`src/rtl/cla_sub_stream.sv`:
```
// cla_sub_stream: chunked A - B - borrow_init with a lookahead core per chunk; optional overflow via CLA_SUB_STREAM_OVF_EN
module cla_sub_stream #(
  parameter int BITS = 8
) (
  input  logic            _clk_in,
  input  logic            _rst_in,
  input  logic [BITS-1:0] _a_in,
  input  logic [BITS-1:0] _b_in,
  input  logic            _b_init_in,
  input  logic            _valid_in,
  input  logic            _last_in,
  output logic            _ready_out,
  output logic [BITS-1:0] _d_out,
  output logic            _valid_out,
  output logic            _last_out,
  input  logic            _ready_in,
  output logic            _borrow_out,
  output logic            _zero_out
`ifdef CLA_SUB_STREAM_OVF_EN
  ,
  output logic            _ovf_out
`endif
);
  typedef enum logic {IDLE, MID} state_t;
  state_t state_q;
  logic [BITS-1:0] d_q, sum, g, p, gg, pp;
  logic [BITS:0] c;
  logic valid_q, last_q, borrow_q, zacc_q, zero_q, bin, borrow_d, zacc_d, acc;
`ifdef CLA_SUB_STREAM_OVF_EN
  logic ovf_q;
  assign _ovf_out = ovf_q;
`endif
  assign _ready_out = !valid_q || _ready_in;
  assign acc = _valid_in && _ready_out;
  assign bin = state_q == IDLE ? _b_init_in : borrow_q;
  assign g = _a_in & ~_b_in;
  assign p = _a_in ^ ~_b_in;
  // Kogge-Stone prefix over (g,p), then every carry folds in the inverted borrow
  always_comb begin
    gg = g;
    pp = p;
    c = '0;
    for (int l = 1; l < BITS; l = l * 2)
      for (int k = BITS - 1; k >= l; k--) begin
        gg[k] = gg[k] | (pp[k] & gg[k - l]);
        pp[k] = pp[k] & pp[k - l];
      end
    c[0] = !bin;
    for (int k = 0; k < BITS; k++) c[k + 1] = gg[k] | (pp[k] & !bin);
  end
  assign sum = p ^ c[BITS-1:0];
  assign borrow_d = !c[BITS];
  assign zacc_d = (state_q == IDLE || zacc_q) && sum == '0;
  // Output register stage plus inter-chunk borrow/zero state
  always_ff @(posedge _clk_in or posedge _rst_in) begin
    if (_rst_in) begin
      valid_q  <= 1'b0;
      last_q   <= 1'b0;
      d_q      <= '0;
      borrow_q <= 1'b0;
      zero_q   <= 1'b0;
      zacc_q   <= 1'b1;
      state_q  <= IDLE;
`ifdef CLA_SUB_STREAM_OVF_EN
      ovf_q    <= 1'b0;
`endif
    end else if (acc) begin
      valid_q  <= 1'b1;
      last_q   <= _last_in;
      d_q      <= sum;
      borrow_q <= borrow_d;
      zacc_q   <= zacc_d;
      zero_q   <= zacc_d;
      state_q  <= _last_in ? IDLE : MID;
`ifdef CLA_SUB_STREAM_OVF_EN
      ovf_q    <= (_a_in[BITS-1] != _b_in[BITS-1]) && (sum[BITS-1] != _a_in[BITS-1]);
`endif
    end else if (_ready_in) begin
      valid_q  <= 1'b0;
    end
  end
  assign _valid_out = valid_q;
  assign _last_out = last_q;
  assign _d_out = d_q;
  assign _borrow_out = borrow_q;
  assign _zero_out = zero_q;
endmodule

```
`config.mk`:
```
export PLATFORM = sky130hd
export DESIGN_NAME = cla_sub_stream
export DESIGN_NICKNAME = d
export VERILOG_FILES = /design/src/rtl/cla_sub_stream.sv
export SDC_FILE = /design/constraint.sdc
export NUM_CORES = 1
export LEC_CHECK = 0
export BUFFER_PORTS_ARGS = -buffer_cell sky130_fd_sc_hd__buf_2
export CAP_MARGIN = 20
export CORE_UTILIZATION = 45
export CTS_CLUSTER_DIAMETER = 120
export DETAILED_ROUTE_END_ITERATION = 10
export PLACE_DENSITY_LB_ADDON = 0.2
export REMOVE_ABC_BUFFERS = 1
export SETUP_SLACK_MARGIN = 0.3
export SLEW_MARGIN = 20
export SYNTH_ARGS = -nofsm -noshare
export SYNTH_HDL_FRONTEND = slang
export SYNTH_SLANG_ARGS = --single-unit
export TNS_END_PERCENT = 20
```
`constraint.sdc`:
```
create_clock -name _clk_in -period 3.3 [get_ports _clk_in]
set_input_delay 0.165 -clock _clk_in [delete_from_list [all_inputs] [get_ports _clk_in]]
set_output_delay 0.165 -clock _clk_in [all_outputs]
set_load 0.01 [all_outputs]
```
# After elaboration in Yosys (flattened, before gate mapping)
# Cells that the tools add are included.
[word_totals] register_bits=14 input_bits=22 output_inout_bits=13 word_cells=92
[classes] mux=4 n_bitwise=72 n_reduce_logical=9
[op_table] op="bitwise AND 1 bit" n=42
[op_table] op="bitwise OR 1 bit" n=25
[op_table] op="bitwise XOR 8 bit" n=2
[op_table] op="bitwise AND 8 bit" n=1
[op_table] op="zero test 8 bit" n=1
[op_table] op="inverter 8 bit" n=1
[op_table] op="two-way mux 1 bit" n=4
[op_table] op="zero test 1 bit" n=3
[op_table] op="logical AND 1 bit" n=2
[op_table] op="logical OR 1 bit" n=2
[op_table] op="nonzero test 2 bit" n=1
[op_table] op="inverter 1 bit" n=1

# Longest topological paths before layout
# Gate-level depths: netlist of the first run.
[logic_depth] depth_word=11 mapped_depth=8 depth_no_buf=7

# Worst setup path before layout of the first run
# OpenSTA, ideal clock, no wires.
[synth_path] path_type="register -> register" start="register borrow_q, in the netlist _borrow_out" end="register zacc_q" t_arrival_ns=1.834 t_required_ns=3.209 setup_slack_ns=1.375 stages_incl_launch_ff=8 path_buffers=0 cell_sequence="dfrtp_1 -> mux2i_1 -> inv_1 -> fa_1 -> o21ai_0 -> nor3_1 -> o2111ai_1 -> o31ai_1"
[synth_via] elab_chain_cells=7
[synth_lines] element="start, declared" line="28" source="logic valid_q, last_q, borrow_q, zacc_q, zero_q, bin, borrow_d, zacc_d, acc;"
[synth_lines] element="start signal, assigned" line="71" source="borrow_q <= borrow_d;"
[synth_lines] element="two-way mux 1 bit *" line="35" source="assign bin = state_q == IDLE ? _b_init_in : borrow_q;"
[synth_lines] element="zero test 1 bit *" line="48, 49"
[synth_lines] element="bitwise AND 1 bit" line="49" source="for (int k = 0; k < BITS; k++) c[k + 1] = gg[k] | (pp[k] & !bin);"
[synth_lines] element="bitwise OR 1 bit" line="49"
[synth_lines] element="bitwise XOR 8 bit *" line="51" source="assign sum = p ^ c[BITS-1:0];"
[synth_lines] element="zero test 8 bit *" line="53" source="assign zacc_d = (state_q == IDLE || zacc_q) && sum == '0;"
[synth_lines] element="logical AND 1 bit *" line="53"
[synth_lines] element="end signal, assigned" line="72" source="zacc_q <= zacc_d;"
[synth_lines] element="end, declared" line="28"
# Every way passes the cells marked *; elsewhere a longest branch is shown, timed or not.
# A chain may end at the register's enable or synchronous reset.

# Worst setup path after layout of the first run
[layout_path] start="register state_q" end="register zacc_q"
[layout_via] elab_chain_cells=7
[layout_lines] element="start, declared" line="25" source="state_t state_q;"
[layout_lines] element="start signal, assigned" line="74" source="state_q <= _last_in ? IDLE : MID;"
[layout_lines] element="two-way mux 1 bit" line="35"
[layout_lines] element="zero test 1 bit" line="48, 49"
[layout_lines] element="bitwise AND 1 bit" line="49"
[layout_lines] element="bitwise OR 1 bit" line="49"
[layout_lines] element="bitwise XOR 8 bit" line="51"
[layout_lines] element="zero test 8 bit" line="53"
[layout_lines] element="logical AND 1 bit *" line="53"
# Marks and branches as above.

==> results of run 1 <==
registers in the layout, indices dropped and copies added (netlist names):
| name | cells |
|---|---|
| _valid_out | 1 |
| _borrow_out | 1 |
| state_q | 1 |
| _zero_out | 1 |
| zacc_q | 1 |
| _last_out | 1 |
| _d_out | 8 |
cell usage after synthesis (all sizes together) (2+ instances only):
cell type and instances:
nand2 11, a21o 3, dfrtp 13, nand2b 3
clkbuf 2, o31ai 4, a21oi 4, inv 15
a221oi 3, mux2i 2, mux2 3, o21ai 8
nor2 4, a311oi 2, xnor2 2, xor2 2
ha 8
layer usage:
layer  track usage [%]  vias up  part of all wire, %
met3              2.52        4                  3.6
met2              33.8       27                   49
li1                  -      443                    -
met4              9.80        0                  1.6
met1              23.2      410                   46
met5                 0        -                    0
final timing paths:
path                                              end  cells after the start
worst max-delay path               zacc_q$_DFFE_PP1P_                      7
worst min-delay path              state_q$_DFFE_PP0P_                      2
worst max register to register     zacc_q$_DFFE_PP1P_                      7
worst min register to register  _d_out[2]$_DFFE_PP0P_                      2
max in group asynchronous          zacc_q$_DFFE_PP1P_                      3
min in group asynchronous       _last_out$_DFFE_PP0P_                      3
power by group through the flow:
stage                     Combinational, mW  Clock, mW  Sequential, mW
after global routing                  0.214      0.134           0.224
after floorplan                       0.109          0           0.236
final                                 0.191      0.121           0.218
after CTS                             0.193      0.123           0.218
after detailed placement              0.192          0           0.221
after global placement                0.188          0           0.219
cell type report:
class | instances | area [um2] | area share [%]
clock buffers | 4 | 36.3 | 3.01
inverters | 15 | 56.3 | 4.68
multi-input cells | 73 | 546 | 45.3
flip-flops and latches | 14 | 352 | 29.2
well taps | 27 | 33.8 | 2.81
repair buffers | 35 | 180 | 15.0
placed cells by master, fill, tap and decap left out, types with 3 or more instances in the layout:
cell type,Yosys,routed
dfrtp_1,13,13
a21oi_1,4,4
nand2_1,11,11
inv_1,15,15
clkbuf_4,0,3
o31ai_1,4,4
a21o_1,3,3
buf_2,1,34
o21ai_0,8,8
nor2_1,4,4
a221oi_1,3,3
nand2b_1,3,3
mux2_2,3,3
ha_1,8,8
cells by family (layout without fill, tap and decap cells):
group,after synthesis,after routing,share of synthesized area [%]
compound gates,32,32,23.6
xor+xnor,4,4,3.63
mux,5,5,5.57
simple gates,23,23,11.3
fa+ha+maj,9,9,12.4
buf+inv,18,54,7.12
flops,14,14,36.4
per-stage QoR:
step	total power, mW	instance area [um2]	std cells	util (%)
detailed placement	0.413	1160	163	58.4
CTS	0.535	1200	168	60.7
global route	0.571	1200	168	60.7
finish	0.530	1200	168	60.7
floorplan	0.345	953	102	-
global placement	0.407	1160	163	58.4
==> reports/results.ini, run 1 <==
[worst_setup_path]
crit_family=compound AO/OA/AOI/OAI gates
slowest_delay_ns=0.52
r2r_start=state_q$_DFFE_PP0P_
ff2ff_setup_slack_ns=1.04
path_cells=mux2i_1 > inv_1 > fa_1 > o21ai_0 > nor3_1 > o2111ai_1 > o31ai_1
crit_slowest_cell=fa_1
critPathKind=reg -> reg
critPathRequiredTime_ns=3.48
cp-end-kind=flop
path_buf_inv=1
start_kind=flop
worstPathMaxFanout=6
arrival_ns=2.44
cp-startpoint=state_q$_DFFE_PP0P_

[pwr]
powerDensity_nw_per_um2=440
seq_power_share_pct=41.0
p_leak_nw=0.633
p_sw_share_pct=33.1
p_comb_share_pct=36.1
power.internal_uw=355
irDropWorstVdd_v=0.000201
clkPwrFrac_pct=22.9
switching_power_uw=175

[logic_synthesis]
synth-async-reset-ratio_pct=100
synthTopCellsByArea=dfrtp_1 (34%), ha_1 (10%), inv_1 (5.8%)
synth_cell_types=34
synth_edf_count=0
yosys_warnings=0
synth.largest_area_cell=dfrtp_1
synth-main-ff-cell=dfrtp_1
synthCells=105
synth_top_area_share_pct=33.7
synthesis.area_um2=966
ys_seq_elements=14
synth_seq_area_share_pct=36.4
syn_avg_cell_area_um2=9.20

[clock_tree]
clockRootBuffer=clkbuf_4
clkTransAtPathRegs_ns=0.08
numCtsBuffers=3
clock_latency_ns=0.28
cts_setup_buffers=0
htreeDepth=1
holdBufCountCts=1
post_cts_resized=0
cts_num_sinks=14
cts_tree=built
ctsLongestPathBuffers=2

[floorplanning]
dieArea_um2=2340
num_io_pins=35
die-height_um=48.3
core_area_um2=1980
row_count=16
die_x_um=48.3
start_util_pct=48.7

[cells_and_area]
fillers=166
fin_nets=173
antenna_cells=0
area_delta_synth_final_pct=24.6
drive_above_1_share_pct=31.9

[min_path]
hp-start=_last_in
hold_path.class=in -> reg

[placement]
numPortBuffers=34
post-place-ws_ns=1.09
gp_congestion=0.807
dp_hpwl_um=1610

[grt]
grt-ovfl-total=0
grt_max_degree=22
grt_use_total_pct=19.3
grt_pass1_wl_um=3520
grt_pass1_vias=835
antenna_found_initial=0

[sta]
setup_viol=0
fin_skew_ns=0.00365
timing.hold.ws_ns=0.0779
fmax_mhz=442
setup_slack_ns=1.04
hold_viol=0
rsz0062_at_grt=no
finalMaxSlewViolations=0
timing.final.crit_share_pct=68.5
worstMarginPinSlew_ns=0.639
fin_tns_setup_ns=0
min_period_ns=2.26
relSlewSlack_pct=57.3

[route]
wirelength_um=1980
drc_errors=0
wl_per_cell_um=11.8
vias_per_cell=5.26
ant_nets=0
vias=884
drtIter0Drc=9
firstDrtPassIters=4

[run_status]
status=finished, final reports clean

[job]
drv_cap=0

Note: power is estimated with default switching activity, not from simulation.
==> inputs of run 2 (changes only) <==
Settings changed: ABC_AREA set to 1.
Clock period 3.3 ns to 2.2 ns, I/O delays scaled along.
==> reports/results.ini, run 2 <==
[logic_synthesis]
synth_common_cells=nand2_1 (52), inv_1 (34), dfrtp_1 (13), nor2_1 (12), ha_1 (8)
synth.most_common_cell=nand2_1
synth-async-reset-ratio_pct=100  ; unchanged
yosys_warnings=0  ; unchanged
synthCells=162  ; +54%
synth_top_area_share_pct=30.0  ; -3.7 points
synth-main-ff-cell=dfrtp_1
synth_edf_count=0  ; unchanged
ys_seq_elements=14  ; unchanged
synthTopCellsByArea=dfrtp_1 (30%), nand2_1 (18%), inv_1 (12%)
synth_cell_types=24  ; -29%
syn_avg_cell_area_um2=6.70  ; -27%
synth.largest_area_cell=dfrtp_1
synthesis.area_um2=1090  ; +12%
synth_seq_area_share_pct=32.4  ; -4.0 points

[grt]
grt_pass1_vias=987  ; +18%
grt_max_degree=15  ; -32%
grt_use_total_pct=19.4  ; +0.069 points
grt-ovfl-total=0  ; unchanged
antenna_found_initial=0  ; unchanged
grt_pass1_wl_um=3820  ; +8.6%

[sta]
timing.final.crit_share_pct=80.1  ; +12 points
fin_tns_setup_ns=0  ; unchanged
fin_skew_ns=0.00340  ; -0.000254 ns
finalMaxSlewViolations=0  ; unchanged
setup_viol=0  ; unchanged
hold_viol=0  ; unchanged
setup_slack_ns=0.438  ; -0.602 ns
worstMarginPinSlew_ns=0.537  ; -0.102 ns
min_period_ns=1.76  ; -0.498 ns
rsz0062_at_grt=no
relSlewSlack_pct=64.2  ; +6.9 points
fmax_mhz=567  ; +28%

[clock_tree]
clkTransAtPathRegs_ns=0.09  ; about the same
ctsLongestPathBuffers=2  ; unchanged
htreeDepth=1  ; unchanged
cts_num_sinks=14  ; unchanged
numCtsBuffers=3  ; unchanged
clockRootBuffer=clkbuf_4
cts_tree=built
clock_latency_ns=0.29  ; about the same

[run_status]
status=finished, final reports clean

[min_path]
hp-start=_valid_in
whs_path_depth=3  ; +1
hold_path.class=in -> reg

[route]
drtIter0Drc=15  ; +6
wl_per_cell_um=10.1  ; -14%
vias=1071  ; +21%
ant_nets=0  ; unchanged
vias_per_cell=4.66  ; -12%
firstDrtPassIters=4  ; unchanged
drc_errors=0  ; unchanged
wirelength_um=2330  ; +17%

[floorplanning]
die-height_um=51.1  ; +5.8%
dieArea_um2=2610  ; +12%
die_x_um=51.1  ; +5.8%
row_count=17  ; +1
num_io_pins=35  ; unchanged
start_util_pct=48.6  ; -0.11 points
core_area_um2=2230  ; +13%

[cells_and_area]
final_common_cell=nand2_1
final_cell_mix=nand2_1 (51), inv_1 (34), buf_2 (34)
drive_above_1_share_pct=28.7  ; -3.2 points
fin_nets=234  ; +35%
final_cell_area_um2=1370  ; +13%
fillers=226  ; +36%
largest_reg_flops=8  ; unchanged
area_delta_synth_final_pct=25.7
final_cell_count_no_fill=230  ; +37%
antenna_cells=0  ; unchanged

[worst_setup_path]
cp-startpoint=state_q$_DFFE_PP0P_
crit_slowest_cell=fa_2
ff2ff_setup_slack_ns=0.44  ; -0.60 ns
critPathRequiredTime_ns=2.43  ; -1.05 ns
cp-end-kind=flop
r2r_start=state_q$_DFFE_PP0P_
rr_worst_depth=11  ; +4
start_kind=flop
arrival_ns=1.99  ; -0.45 ns
worstPathMaxFanout=6  ; unchanged
critPathKind=reg -> reg
slowest_delay_ns=0.53  ; about the same
path_cells=inv_2 > nand2_2 > nand2_4 > inv_1 > fa_2 > nand2_2 > nor2_2 > nand3_1 > nor2_1 > nand2_1 > nand2_1

[placement]
place_inst=223  ; +37%
dp_hpwl_um=1940  ; +21%
post-place-ws_ns=0.354  ; -0.734 ns
gp_congestion=0.848  ; +5.1%
numPortBuffers=34  ; unchanged
placed_area_um2=1290  ; +12%

[pwr]
p_leak_nw=0.822  ; +30%
irDropWorstVdd_v=0.000313  ; +56%
power_uw=822  ; +55%
powerDensity_nw_per_um2=602  ; +37%

[job]
drv_cap=0  ; unchanged

run 2: final timing paths:
kind / endpoint
worst max-delay path: _zero_out$_DFFE_PP0P_
worst min-delay path: _valid_out$_DFFE_PP0P_
worst max register to register: _zero_out$_DFFE_PP0P_
worst min register to register: zacc_q$_DFFE_PP1P_
max in group asynchronous: zacc_q$_DFFE_PP1P_
min in group asynchronous: _d_out[2]$_DFFE_PP0P_
run 2: cell type report:
class                      count  area (um2)  area share [%]
multi-input combinational    110         604            44.3
timing repair buffer          38         203            14.8
sequential                    14         352            25.8
inverter                      36         135            9.90
tap                           28        35.0            2.57
clock buffer                   4        36.3            2.66
run 2: metrics by stage:
stage                     utilization, %  hold slack [ns]
after detailed placement            57.8            0.176
after CTS                           59.9           0.0301
final                               61.1           0.0295
after floorplan                        -         -0.00150
after global placement              57.8            0.165
after global routing                61.1           0.0361
run 2: cells by family after synthesis:
logic type / share of synthesized area [%]
AOI/OAI and AO/OA: 8.07
DFF: 32.4
and+or+nand+nor: 34.6
xor gates and xnor gates: 0.807
buffers and inverters: 13.1
adders and majority gates: 11.1
run 2: what timing repair did:
action,CTS,global route
gates resized for setup,0,4
hold buffers,1,0
hold endpoints to repair,13,0
setup endpoints to repair,0,2
buffers inserted,0,2
run 2: critical path: cells and delay by family, from the launching register on:
kind | cells | cell delay (ns)
adders and majority gates | 1 | 0.53
buffers and inverters | 2 | 0.14
DFF | 1 | 0.40
and+or+nand+nor | 8 | 0.63
run 2: layer usage:
layer	wire (um)	track usage (%)	up-vias
li1	-	-	572
met1	1070	21.7	467
met2	1160	37.5	30
met3	79	0.893	2
met4	22	7.87	0
met5	0	0	-
run 2: power by group:
group / switching, mW / leakage, nW / internal [mW]
clock network: 0.0893 / 0.0210 / 0.101
logic: 0.183 / 0.637 / 0.131
registers: 0.0202 / 0.164 / 0.297
==> inputs of run 3 (changes only) <==
Clock period 2.2 ns to 1.43 ns, I/O delays scaled along.
==> reports/results.ini, run 3 (same netlist as run 2, synthesis figures left out) <==
[sta]
setup_slack_ns=-0.319  ; -0.757 ns
relSlewSlack_pct=64.4  ; +0.21 points
fin_skew_ns=0.00771  ; +0.00431 ns
hold_viol=0  ; unchanged
fmax_mhz=572  ; +0.74%
rsz0062_at_grt=yes
setup_viol=3  ; +3
min_period_ns=1.75  ; -0.0129 ns
timing.final.crit_share_pct=122  ; +42 points
worstMarginPinSlew_ns=0.534  ; -0.00307 ns
finalMaxSlewViolations=0  ; unchanged

[floorplanning]
core_area_um2=2230  ; unchanged
die-height_um=51.1  ; unchanged
num_io_pins=35  ; unchanged
row_count=17  ; unchanged
dieArea_um2=2610  ; unchanged
die_x_um=51.1  ; unchanged
start_util_pct=48.6  ; unchanged

[grt]
grt_max_degree=15  ; unchanged
antenna_found_initial=0  ; unchanged
grt_use_total_pct=20.2  ; +0.79 points
grt_pass1_vias=1049  ; +6.3%
grt-ovfl-total=0  ; unchanged
grt_pass1_wl_um=4020  ; +5.0%

[cells_and_area]
final_cell_mix=nand2_1 (48), buf_2 (34), inv_1 (33)
final_cell_area_um2=1410  ; +3.2%
final_util_pct=63.1  ; +2.0 points
drive_above_1_share_pct=33.2  ; +4.5 points
multiInputGateArea_um2=626  ; +3.5%
area_delta_synth_final_pct=29.7
fillers=228  ; +0.88%
largest_reg_flops=8  ; unchanged
antenna_cells=0  ; unchanged
final_common_cell=nand2_1
fin_nets=237  ; +1.3%
final-seq-area_um2=352  ; unchanged
final_cell_count_no_fill=233  ; +1.3%

[clock_tree]
htreeDepth=1  ; unchanged
ctsLongestPathBuffers=2  ; unchanged
cts_num_sinks=14  ; unchanged
clock_latency_ns=0.28  ; about the same
cts_tree=built
numCtsBuffers=3  ; unchanged
clkTransAtPathRegs_ns=0.09  ; about the same
cts_setup_buffers=0  ; unchanged
clockRootBuffer=clkbuf_4

[route]
drtIter0Drc=18  ; +3
drc_errors=0  ; unchanged
vias=1110  ; +3.6%
vias_per_cell=4.76  ; +2.3%
wl_per_cell_um=10.6  ; +4.7%
wirelength_um=2470  ; +6.1%
ant_nets=0  ; unchanged
firstDrtPassIters=4  ; unchanged

[worst_setup_path]
critPathKind=reg -> reg
path_buf_inv=2  ; unchanged
crit_slowest_cell=dfrtp_1
arrival_ns=1.98  ; about the same
path_cells=inv_2 > nand2_2 > nand2_4 > inv_2 > fa_2 > xor2_2 > o21ai_1 > nor2_2 > nand3_1 > nor2_1 > nand2_1 > nand2_1
cp-endpoint=zacc_q$_DFFE_PP1P_
worstPathMaxFanout=2  ; -4
crit_family=simple AND/OR/NAND/NOR gates
cp_num_cells=12  ; +1
cp-end-kind=flop
start_kind=flop
timing.rr.end=zacc_q$_DFFE_PP1P_
ff2ff_setup_slack_ns=-0.32  ; -0.76 ns
r2r_start=state_q$_DFFE_PP0P_
slowest_delay_ns=0.42  ; -0.11 ns
rr_worst_depth=12  ; +1
critPathRequiredTime_ns=1.66  ; -0.77 ns
cp-startpoint=state_q$_DFFE_PP0P_

[pwr]
powerDensity_nw_per_um2=911  ; +51%
irDropWorstVdd_v=0.000482  ; +54%
power_mw=1.28  ; +56%
p_leak_nw=0.841  ; +2.3%

[placement]
numPortBuffers=34  ; unchanged
dp_hpwl_um=2090  ; +7.5%
gp_congestion=0.815  ; -4.0%
placed_area_um2=1330  ; +2.9%
place_inst=228  ; +2.2%
post-place-ws_ns=-0.388  ; -0.742 ns

[run_status]
failed_checks=negative setup slack
status=finished with violations

[job]
drv_cap=0  ; unchanged

[min_path]
hold_path.class=in -> reg

run 3: cell count changes in the layout (fill, tap and decap cells not counted), sizes merged:
cell  previous run  this run
buf             37        40
run 3: where the power goes:
group	switching, mW	internal [mW]
clock network	0.132	0.155
logic	0.291	0.215
registers	0.0330	0.457
run 3: cell type report:
type	instances	share of cell area, %
flip-flops and latches	14	25.0
clock buffers	4	2.58
inverters	36	9.59
well taps	28	2.49
multi-input cells	110	44.4
repair buffers	41	16.0
run 3: stage by stage:
step | hold WS [ns] | TNS, ns
4_1_cts | 0.0110 | -0.768
6_report | 0.00374 | -0.685
3_3_place_gp | 0.122 | -0.485
3_5_place_dp | 0.134 | -0.815
2_1_floorplan | -0.0400 | -1.16
5_1_grt | 0.0365 | -1.08
run 3: worst min-delay path, delay by kind of cell:
family / cells / cell delay (ns)
AND/OR/NAND/NOR: 1 / 0.06
buffers and inverters: 2 / 0.12
run 3: worst min path at each step:
stage,startpoint,to,slack [ns],depth (start not counted)
final,_valid_in,_valid_out$_DFFE_PP0P_,0.004,3
after global routing,_valid_in,_valid_out$_DFFE_PP0P_,0.04,3
after CTS,_valid_in,_valid_out$_DFFE_PP0P_,0.01,3
after detailed placement,_rst_in,_d_out[7]$_DFFE_PP0P_,0.13,2
after global placement,_rst_in,_d_out[7]$_DFFE_PP0P_,0.12,2
after floorplan,_rst_in,_borrow_out$_DFFE_PP0P_,-0.04,1
run 3: layer usage:
layer  track usage, %  vias up  wire, um
met3            0.893        2        69
met1             21.9      504      1060
li1                 -      579         -
met5                0        -         0
met2             41.2       25      1320
met4             5.56        0        19
run 3: what timing repair did:
action,CTS,global route
pin swaps,9,4
hold buffers,1,0
endpoints found under the hold margin,13,0
endpoints found under the setup margin,13,13
resized for setup,10,1
